## config.mk

```make
export PLATFORM = sky130hd
export DESIGN_NAME = dmem_port_arbiter_flat
export DESIGN_NICKNAME = d
export VERILOG_FILES = /design/src/rtl/dmem_port_arbiter_if.sv /design/src/rtl/dmem_port_arbiter.sv /design/src/flat_wrapper.sv
export SDC_FILE = /design/constraint.sdc
export NUM_CORES = 1
export LEC_CHECK = 0
export CORE_ASPECT_RATIO = 1.75
export CORE_MARGIN = 2
export CORE_UTILIZATION = 30
export CTS_BUF_LIST = sky130_fd_sc_hd__clkbuf_2
export DETAILED_ROUTE_END_ITERATION = 8
export GPL_TIMING_DRIVEN = 0
export PLACE_DENSITY = 0.89
export SYNTH_ARGS = -nofsm -noshare
export SYNTH_HDL_FRONTEND = slang
export SYNTH_SLANG_ARGS = --single-unit
```

## constraint.sdc

```tcl
create_clock -name clk -period 1.4 [get_ports clk]
set_input_delay 0.28 -clock clk [delete_from_list [all_inputs] [get_ports clk]]
set_output_delay 0.28 -clock clk [all_outputs]
set_load 0.005 [all_outputs]
```

## src/rtl/dmem_port_arbiter_if.sv

```systemverilog
// Bundles the core, ext and data-memory signals of the data-memory port arbiter.
// master: requesters plus memory read data (environment side); slave: the arbiter.
interface dmem_port_arbiter_if #(
    parameter int unsigned ADDR_W = 10,
    parameter int unsigned DATA_W = 32
);
    logic              core_rd;
    logic              core_wr;
    logic [2:0]        core_load_type;
    logic [1:0]        core_store_type;
    logic [ADDR_W-1:0] core_addr;
    logic [DATA_W-1:0] core_wdata;
    logic [DATA_W-1:0] core_rdata;
    logic              core_stall;

    logic              ext_valid;
    logic              ext_we;
    logic [2:0]        ext_load_type;
    logic [1:0]        ext_store_type;
    logic [ADDR_W-1:0] ext_addr;
    logic [DATA_W-1:0] ext_wdata;
    logic              ext_ready;
    logic              ext_rvalid;
    logic [DATA_W-1:0] ext_rdata;
    logic [15:0]       ext_grant_cnt;

    logic              mem_read;
    logic              mem_write;
    logic [2:0]        mem_load_type;
    logic [1:0]        mem_store_type;
    logic [ADDR_W-1:0] mem_addr;
    logic [DATA_W-1:0] mem_wdata;
    logic [DATA_W-1:0] mem_rdata;

    modport master (
        output core_rd, core_wr, core_load_type, core_store_type, core_addr, core_wdata,
        output ext_valid, ext_we, ext_load_type, ext_store_type, ext_addr, ext_wdata,
        output mem_rdata,
        input  core_rdata, core_stall, ext_ready, ext_rvalid, ext_rdata, ext_grant_cnt,
        input  mem_read, mem_write, mem_load_type, mem_store_type, mem_addr, mem_wdata
    );

    modport slave (
        input  core_rd, core_wr, core_load_type, core_store_type, core_addr, core_wdata,
        input  ext_valid, ext_we, ext_load_type, ext_store_type, ext_addr, ext_wdata,
        input  mem_rdata,
        output core_rdata, core_stall, ext_ready, ext_rvalid, ext_rdata, ext_grant_cnt,
        output mem_read, mem_write, mem_load_type, mem_store_type, mem_addr, mem_wdata
    );
endinterface

```

## src/rtl/dmem_port_arbiter.sv

```systemverilog
// Data-memory port arbiter: core has fixed priority with zero added latency; a
// starvation counter forces a single ext transfer after MAX_WAIT refused cycles.
module dmem_port_arbiter #(
    parameter int unsigned ADDR_W   = 10,
    parameter int unsigned DATA_W   = 32,
    parameter int unsigned MAX_WAIT = 8
) (
    input logic                clk,
    input logic                rst,
    dmem_port_arbiter_if.slave bus
);
    typedef enum logic [0:0] {CorePri, ExtForced} state_e;

    localparam logic [7:0] MaxWait = 8'(MAX_WAIT);

    state_e            state_q;
    logic [7:0]        wait_cnt_q, wait_cnt_d;
    logic              ext_rvalid_q;
    logic [DATA_W-1:0] ext_rdata_q;
    logic [15:0]       grant_cnt_q;

    logic              core_req;
    logic              forced;
    logic              ext_ready;
    logic              core_gnt;
    logic [ADDR_W-1:0] addr_mux;
    logic [DATA_W-1:0] wdata_mux;

    // Grant decision; core_stall deliberately depends only on state and core_req.
    always_comb begin
        core_req  = bus.core_rd | bus.core_wr;
        forced    = (state_q == ExtForced);
        ext_ready = forced ? bus.ext_valid : (bus.ext_valid & ~core_req);
        core_gnt  = core_req & ~forced;
    end

    // Starvation counter next value: clear on accept or withdrawal, saturate at MAX_WAIT.
    always_comb begin
        wait_cnt_d = wait_cnt_q;
        if (!bus.ext_valid || ext_ready) begin
            wait_cnt_d = 8'd0;
        end else if (wait_cnt_q < MaxWait) begin
            wait_cnt_d = wait_cnt_q + 8'd1;
        end
    end

    // Memory mux; with no grantee the address/data/types still carry the core values.
    always_comb begin
        bus.mem_read       = 1'b0;
        bus.mem_write      = 1'b0;
        bus.mem_load_type  = bus.core_load_type;
        bus.mem_store_type = bus.core_store_type;
        addr_mux           = bus.core_addr;
        wdata_mux          = bus.core_wdata;
        if (ext_ready) begin
            bus.mem_read       = ~bus.ext_we;
            bus.mem_write      = bus.ext_we;
            bus.mem_load_type  = bus.ext_load_type;
            bus.mem_store_type = bus.ext_store_type;
            addr_mux           = bus.ext_addr;
            wdata_mux          = bus.ext_wdata;
        end else if (core_gnt) begin
            // Store wins if both are raised.
            bus.mem_read  = bus.core_rd & ~bus.core_wr;
            bus.mem_write = bus.core_wr;
        end
    end

    assign bus.mem_addr      = addr_mux;
    assign bus.mem_wdata     = wdata_mux;
    assign bus.core_rdata    = bus.mem_rdata;
    assign bus.core_stall    = forced & core_req;
    assign bus.ext_ready     = ext_ready;
    assign bus.ext_rvalid    = ext_rvalid_q;
    assign bus.ext_rdata     = ext_rdata_q;
    assign bus.ext_grant_cnt = grant_cnt_q;

    // Arbitration FSM: a forced grant lasts one accept (or ends on withdrawal).
    always_ff @(posedge clk or negedge rst) begin
        if (!rst) begin
            state_q    <= CorePri;
            wait_cnt_q <= 8'd0;
        end else begin
            wait_cnt_q <= wait_cnt_d;
            unique case (state_q)
                CorePri: if (wait_cnt_d == MaxWait) state_q <= ExtForced;
                ExtForced: if (ext_ready || !bus.ext_valid) state_q <= CorePri;
                default: state_q <= CorePri;
            endcase
        end
    end

    // Ext load response and accept counter.
    always_ff @(posedge clk or negedge rst) begin
        if (!rst) begin
            ext_rvalid_q <= 1'b0;
            ext_rdata_q  <= '0;
            grant_cnt_q  <= 16'd0;
        end else begin
            ext_rvalid_q <= ext_ready & ~bus.ext_we;
            if (ext_ready && !bus.ext_we) begin
                ext_rdata_q <= bus.mem_rdata;
            end
            if (ext_ready) begin
                grant_cnt_q <= grant_cnt_q + 16'd1;
            end
        end
    end
endmodule

```

## src/flat_wrapper.sv

```systemverilog
// flat-port wrapper written by rule: the top's interface ports become plain ports
module dmem_port_arbiter_flat 
#(
    parameter int unsigned ADDR_W   = 10,
    parameter int unsigned DATA_W   = 32,
    parameter int unsigned MAX_WAIT = 8
)
  (clk, rst, bus_core_rd, bus_core_wr, bus_core_load_type, bus_core_store_type, bus_core_addr, bus_core_wdata, bus_ext_valid, bus_ext_we, bus_ext_load_type, bus_ext_store_type, bus_ext_addr, bus_ext_wdata, bus_mem_rdata, bus_core_rdata, bus_core_stall, bus_ext_ready, bus_ext_rvalid, bus_ext_rdata, bus_ext_grant_cnt, bus_mem_read, bus_mem_write, bus_mem_load_type, bus_mem_store_type, bus_mem_addr, bus_mem_wdata);
  dmem_port_arbiter_if #(.ADDR_W(ADDR_W), .DATA_W(DATA_W)) bus_i ();
  input logic clk;
  input logic rst;
  input wire logic [$bits(bus_i.core_rd)-1:0] bus_core_rd;
  input wire logic [$bits(bus_i.core_wr)-1:0] bus_core_wr;
  input wire logic [$bits(bus_i.core_load_type)-1:0] bus_core_load_type;
  input wire logic [$bits(bus_i.core_store_type)-1:0] bus_core_store_type;
  input wire logic [$bits(bus_i.core_addr)-1:0] bus_core_addr;
  input wire logic [$bits(bus_i.core_wdata)-1:0] bus_core_wdata;
  input wire logic [$bits(bus_i.ext_valid)-1:0] bus_ext_valid;
  input wire logic [$bits(bus_i.ext_we)-1:0] bus_ext_we;
  input wire logic [$bits(bus_i.ext_load_type)-1:0] bus_ext_load_type;
  input wire logic [$bits(bus_i.ext_store_type)-1:0] bus_ext_store_type;
  input wire logic [$bits(bus_i.ext_addr)-1:0] bus_ext_addr;
  input wire logic [$bits(bus_i.ext_wdata)-1:0] bus_ext_wdata;
  input wire logic [$bits(bus_i.mem_rdata)-1:0] bus_mem_rdata;
  output wire logic [$bits(bus_i.core_rdata)-1:0] bus_core_rdata;
  output wire logic [$bits(bus_i.core_stall)-1:0] bus_core_stall;
  output wire logic [$bits(bus_i.ext_ready)-1:0] bus_ext_ready;
  output wire logic [$bits(bus_i.ext_rvalid)-1:0] bus_ext_rvalid;
  output wire logic [$bits(bus_i.ext_rdata)-1:0] bus_ext_rdata;
  output wire logic [$bits(bus_i.ext_grant_cnt)-1:0] bus_ext_grant_cnt;
  output wire logic [$bits(bus_i.mem_read)-1:0] bus_mem_read;
  output wire logic [$bits(bus_i.mem_write)-1:0] bus_mem_write;
  output wire logic [$bits(bus_i.mem_load_type)-1:0] bus_mem_load_type;
  output wire logic [$bits(bus_i.mem_store_type)-1:0] bus_mem_store_type;
  output wire logic [$bits(bus_i.mem_addr)-1:0] bus_mem_addr;
  output wire logic [$bits(bus_i.mem_wdata)-1:0] bus_mem_wdata;
  assign bus_i.core_rd = bus_core_rd;
  assign bus_i.core_wr = bus_core_wr;
  assign bus_i.core_load_type = bus_core_load_type;
  assign bus_i.core_store_type = bus_core_store_type;
  assign bus_i.core_addr = bus_core_addr;
  assign bus_i.core_wdata = bus_core_wdata;
  assign bus_i.ext_valid = bus_ext_valid;
  assign bus_i.ext_we = bus_ext_we;
  assign bus_i.ext_load_type = bus_ext_load_type;
  assign bus_i.ext_store_type = bus_ext_store_type;
  assign bus_i.ext_addr = bus_ext_addr;
  assign bus_i.ext_wdata = bus_ext_wdata;
  assign bus_i.mem_rdata = bus_mem_rdata;
  assign bus_core_rdata = bus_i.core_rdata;
  assign bus_core_stall = bus_i.core_stall;
  assign bus_ext_ready = bus_i.ext_ready;
  assign bus_ext_rvalid = bus_i.ext_rvalid;
  assign bus_ext_rdata = bus_i.ext_rdata;
  assign bus_ext_grant_cnt = bus_i.ext_grant_cnt;
  assign bus_mem_read = bus_i.mem_read;
  assign bus_mem_write = bus_i.mem_write;
  assign bus_mem_load_type = bus_i.mem_load_type;
  assign bus_mem_store_type = bus_i.mem_store_type;
  assign bus_mem_addr = bus_i.mem_addr;
  assign bus_mem_wdata = bus_i.mem_wdata;
  dmem_port_arbiter #(.ADDR_W(ADDR_W), .DATA_W(DATA_W), .MAX_WAIT(MAX_WAIT)) u_core (.clk(clk), .rst(rst), .bus(bus_i));
endmodule
```

# Word-level counts from Yosys, hierarchy flattened
# Index checks and enable logic that the tools add are counted.
# W data, S select, Z words.
[word_totals] register_bits=58 inputBits=132 out_inout_bits=132 word_cells=37
[classes] n_addsub=2 order_cmp=1 eq_ne=1 n_mux=14 n_bitwise=10 reduce_logical=4
[ops] cell="$mux W32" n=1
[ops] cell="$add A16 B1 Y16 const B" n=1
[ops] cell="$mux W8" n=2
[ops] cell="$mux W10" n=1
[ops] cell="$add A8 B1 Y8 const B" n=1
[ops] cell="$eq A8 B4 Y1 const B" n=1
[ops] cell="$lt A8 B4 Y1 const B" n=1
[ops] cell="$mux W1" n=7
[ops] cell="$and A1 B1 Y1" n=5
[ops] cell="$not A1 Y1" n=4
[ops] cell="$mux W3" n=1
[ops] cell="$logic_not A1 Y1" n=2
[ops] cell="$mux W2" n=1
[ops] cell="$pmux W1 S2" n=1
[ops] cell="$logic_and A1 B1 Y1" n=1
[ops] cell="$logic_or A1 B1 Y1" n=1
[ops] cell="$or A1 B1 Y1" n=1

# Depth between registers and ports, before layout
[logic_depth] ltp_word=9 ltp_mapped=6 mapped_depth_nobuf=5

# Worst setup path after synthesis
# No wires, ideal clock.
[synth_timing] kind="reg2out" startpoint="reg u_core.state_q, in the netlist u_core.forced" endpoint="out bus_mem_write" arrival_ps=1128 required_time_ps=1120 setup_slack_ps=-8 path_stages_with_launch=5 n_path_buf=1 path_cell_list="dfrtp_1 > o21ai_4 > inv_2 > clkbuf_1 > a22o_1"
[synth_via] elab_chain_cells=4 word_cells_on_any_way=5 cone_classes="3 x mux; 2 x bitwise"
[synth_rtl] item="start: declaration" line="dmem_port_arbiter.sv:16" text="state_e state_q;"
[synth_rtl] item="start signal: assignment" line="dmem_port_arbiter.sv:81" text="state_q <= CorePri;"
[synth_rtl] item="start signal: assignment" line="dmem_port_arbiter.sv:86" text="CorePri: if (wait_cnt_d == MaxWait) state_q <= ExtForced;"
[synth_rtl] item="start signal: assignment" line="dmem_port_arbiter.sv:87" text="ExtForced: if (ext_ready || !bus.ext_valid) state_q <= CorePri;"
[synth_rtl] item="$not A1 Y1" line="dmem_port_arbiter.sv:34" text="core_gnt = core_req & ~forced;"
[synth_rtl] item="$and A1 B1 Y1" line="dmem_port_arbiter.sv:34"
[synth_rtl] item="$mux W1" line="dmem_port_arbiter.sv:62" text="end else if (core_gnt) begin"
[synth_rtl] item="$mux W1 (*)" line="dmem_port_arbiter.sv:55" text="if (ext_ready) begin"
[synth_rtl] item="end: declaration" line="flat_wrapper.sv:32" text="output wire logic [$bits(bus_i.mem_write)-1:0] bus_mem_write;"
# Every way passes the cells marked *; elsewhere a longest branch is shown, timed or not.

# Worst setup path in the final report
# Same ends and word-level chain as after synthesis.

==> results.sh <==
export IMPL_status="finished, violations left"
export IMPL_violations="setup timing"
export IMPL_fill_cells=832
export IMPL_synth_cells=356
export IMPL_criticalPathCategory="flip-flop to output port"
export IMPL_wl_mm=13.1
export IMPL_syn_nets=490
export IMPL_async_reset_ff_share_pct=100
export IMPL_io_buffers=263
export IMPL_regArea_um2=1450
export IMPL_synth_ff_type="dfrtp_1"
export IMPL_cp_num_buf_inv=4
export IMPL_power_density_nw_per_um2=773
export IMPL_ant_nets=0
export IMPL_clock_path_buffers=2
export IMPL_tightest_slew_ns=0.503
export IMPL_synthTopCellsByArea="dfrtp_1, nand2_1, mux2_2"
export IMPL_clk_pin_slew_ns=0.16
export IMPL_crit_chain="o21ai_4 -> buf_12 -> inv_12 -> buf_8 -> a22o_1 -> buf_2"
export IMPL_vias=3796
export IMPL_firstDrtPassIters=6
export IMPL_grt_pass1_wl_mm=19.3
export IMPL_cp_max_fo=10
export IMPL_pwr_share_comb_pct=39.8
export IMPL_cp_depth=6
export IMPL_area_growth_pct=108
export IMPL_fin_util_pct=63.0
export IMPL_min_from="bus_mem_rdata[18]"
export IMPL_core_rowCount=50
export IMPL_yosysMostFrequentCell="nand2_1"
export IMPL_wl_per_cell_um=16.0
export IMPL_switchingPower_mw=1.55
export IMPL_avgViaCountPerCell=4.63
export IMPL_setup_slack_ns=-0.651
export IMPL_synth_edf_count=0
export IMPL_finClkSkew_ns=0.0132
export IMPL_cts_made_buffers=9
export IMPL_clock_tree_root_cell="clkbuf_2"
export IMPL_crit_family="flip-flops"
export IMPL_start_util_pct=30.3
export IMPL_drv_slew=0
export IMPL_gr_total_overflow=0
export IMPL_dpl_hpwl_mm=9.34
export IMPL_drive_above_1_share_pct=48.6
export IMPL_rsz0062_at_grt="yes"
export IMPL_cpMaxStageDelayCell="dfrtp_2"
export IMPL_die_w_um=82.1
export IMPL_hold_end="u_core.bus.ext_rdata[18]$_DFFE_PN0P_"
export IMPL_drc=0
export IMPL_initialDrtViolationCount=101
export IMPL_synth_seq_cells=58
export IMPL_ir_drop_v=0.000723
export IMPL_reg2reg_slack_ns=-0.37
export IMPL_power_leakage_nw=3.43
export IMPL_pre_cts_ws_ns=-1.27
export IMPL_fin_cells=820
export IMPL_synth_top_cell_area_share_pct=45.3
export IMPL_fin_crit_ns=2.05
export IMPL_clkLatencyLatePin_ns=0.49
export IMPL_r2r_start="u_core.forced$_DFF_PN0_"
export IMPL_critPathRequiredTime_ns=1.12
export IMPL_die_y_um=141
export IMPL_grt_max_degree=39
export IMPL_synth_area_um2=3210
export IMPL_finalHoldViolCount=0
export IMPL_cts_tree="yes"
export IMPL_clkPwrFrac_pct=19.7
export IMPL_reg2reg_depth=8
export IMPL_synth_top_area_cell="dfrtp_1"
export IMPL_io_pins=264
export IMPL_period_share_pct=146
export IMPL_track_usage_pct=21.7
export IMPL_whs_path_depth=2
export IMPL_crit_path_end_kind="output port"
export IMPL_clock_fmax_mhz=488
export IMPL_core_um2=10600
export IMPL_gp_congestion=0.821
export IMPL_r2r_end="u_core.bus.ext_rdata[20]$_DFFE_PN0P_"
export IMPL_syn_area_per_cell_um2=9.00
export IMPL_worstPathArrival_ns=1.77
export IMPL_multi_input_area_um2=1800
export IMPL_htree_levels=3
export IMPL_setup_viol=104
export IMPL_drv_cap=0
export IMPL_seqPwrFrac_pct=40.6
export IMPL_intPower_mw=3.60
export IMPL_max_slew_margin_pct=66.5
export IMPL_start_kind="flip-flop"
export IMPL_dpl_cell_count=750
export IMPL_ys_types=31
export IMPL_die_area_um2=11600
export IMPL_antenna_found_initial=0
export IMPL_grt_pass1_vias=4057
export IMPL_n_antenna_cell=0
export IMPL_switching_share_pct=30.1
export IMPL_setup_tns_ns=-44.21
export IMPL_ys_top_cells_by_count="nand2_1, dfrtp_1, buf_4"
export IMPL_slowest_delay_ns=0.48
export IMPL_layout_nets=819
export IMPL_cts_sinks=58
export IMPL_hp_class="input port to flip-flop"
export IMPL_synth_warnings=0
export IMPL_ys_seq_area_share_pct=45.3
-- logic make-up after synthesis --
logic type                 count (synthesis)  share of synthesized area, %
and+or+nand+nor                          189                          25.5
AOI/OAI and AO/OA                          8                          2.15
muxes                                     32                          11.2
DFF                                       58                          45.3
buffers and inverters                     49                          10.1
adders and majority gates                  2                         0.781
xor gates and xnor gates                  18                          4.92
-- worst max-delay path by stage --
| stage | from | to |
|---|---|---|
| global route | u_core.forced$_DFF_PN0_ | bus_mem_write |
| global placement | rst | u_core.bus.ext_rdata[21]$_DFFE_PN0P_ |
| CTS | u_core.forced$_DFF_PN0_ | bus_mem_wdata[17] |
| detailed placement | bus_core_wr | bus_mem_load_type[0] |
| finish | u_core.forced$_DFF_PN0_ | bus_mem_write |
| floorplan | bus_core_wr | bus_mem_load_type[0] |
-- registers in the layout, indices dropped and copies added, names as in the netlist --
name                      cells
u_core.bus.ext_rdata         32
u_core.bus.ext_grant_cnt     16
u_core.bus.ext_rvalid         1
u_core.forced                 1
u_core.wait_cnt_q             8
-- final cells by class --
type                       count  share of cell area (%)
clock buffer                  10                   0.751
buffer                        45                    6.74
tap                          130                    2.44
sequential                    58                    21.8
multi-input combinational    250                    27.0
clock inverter                 6                   0.864
inverter                       3                   0.357
timing repair buffer         318                    40.0
-- stage by stage --
step           power [mW]  instance area (µm²)  hold slack, ns
6_report             5.15                 6660          0.0804
5_1_grt              5.47                 6660          0.0349
3_5_place_dp         4.13                 6020           0.259
4_1_cts              5.08                 6500           0.128
2_1_floorplan        2.70                 3210         -0.0156
3_3_place_gp         4.06                 6000           0.470
-- worst reg2reg max path, cell delays in order, from the launching register on --
cell	delay (ns)
dfrtp_2	0.48
o21ai_4	0.23
buf_6	0.14
buf_6	0.09
buf_6	0.08
nor2_4	0.03
buf_12	0.15
buf_8	0.15
mux2_4	0.30
-- timing repair --
item	CTS	global route
endpoints found under the setup margin	178	130
cloned	13	2
pin swaps	41	21
hold endpoints to repair	20	0
setup buffers	37	5
hold buffers	1	0
resized for setup	536	94
-- power by group through the flow --
stage / Sequential, mW / Combinational (mW) / Clock (mW)
global placement: 2.15 / 1.90 / 0
finish: 2.09 / 2.05 / 1.01
floorplan: 2.17 / 0.525 / 0
global route: 2.12 / 2.22 / 1.13
detailed placement: 2.18 / 1.95 / 0
CTS: 2.08 / 1.95 / 1.05
-- routing by layer --
layer	global-route usage, %	vias up	share of wire [%]
met5	0	-	0
met4	9.91	0	3.3
met3	4.61	25	7.5
met2	41.9	216	57
met1	20.7	1772	32
li1	-	1783	-
-- cells in the final DEF, fill, tap and decap left out, types with 6 or more instances in the layout --
cell type and n:
clkbuf_8 8, mux2_4 17, mux2_2 15, buf_2 95, xnor2_1 14, nand2_1 98
buf_4 71, nand2_2 41, dfrtp_1 57, clkbuf_2 19, clkdlybuf4s50_1 122, nand2_4 14
and3_1 8, clkdlybuf4s15_1 9, buf_6 10, nand3_1 6, buf_8 11, dlygate4sd2_1 16
No activity file was read; power rests on OpenSTA's default activity.
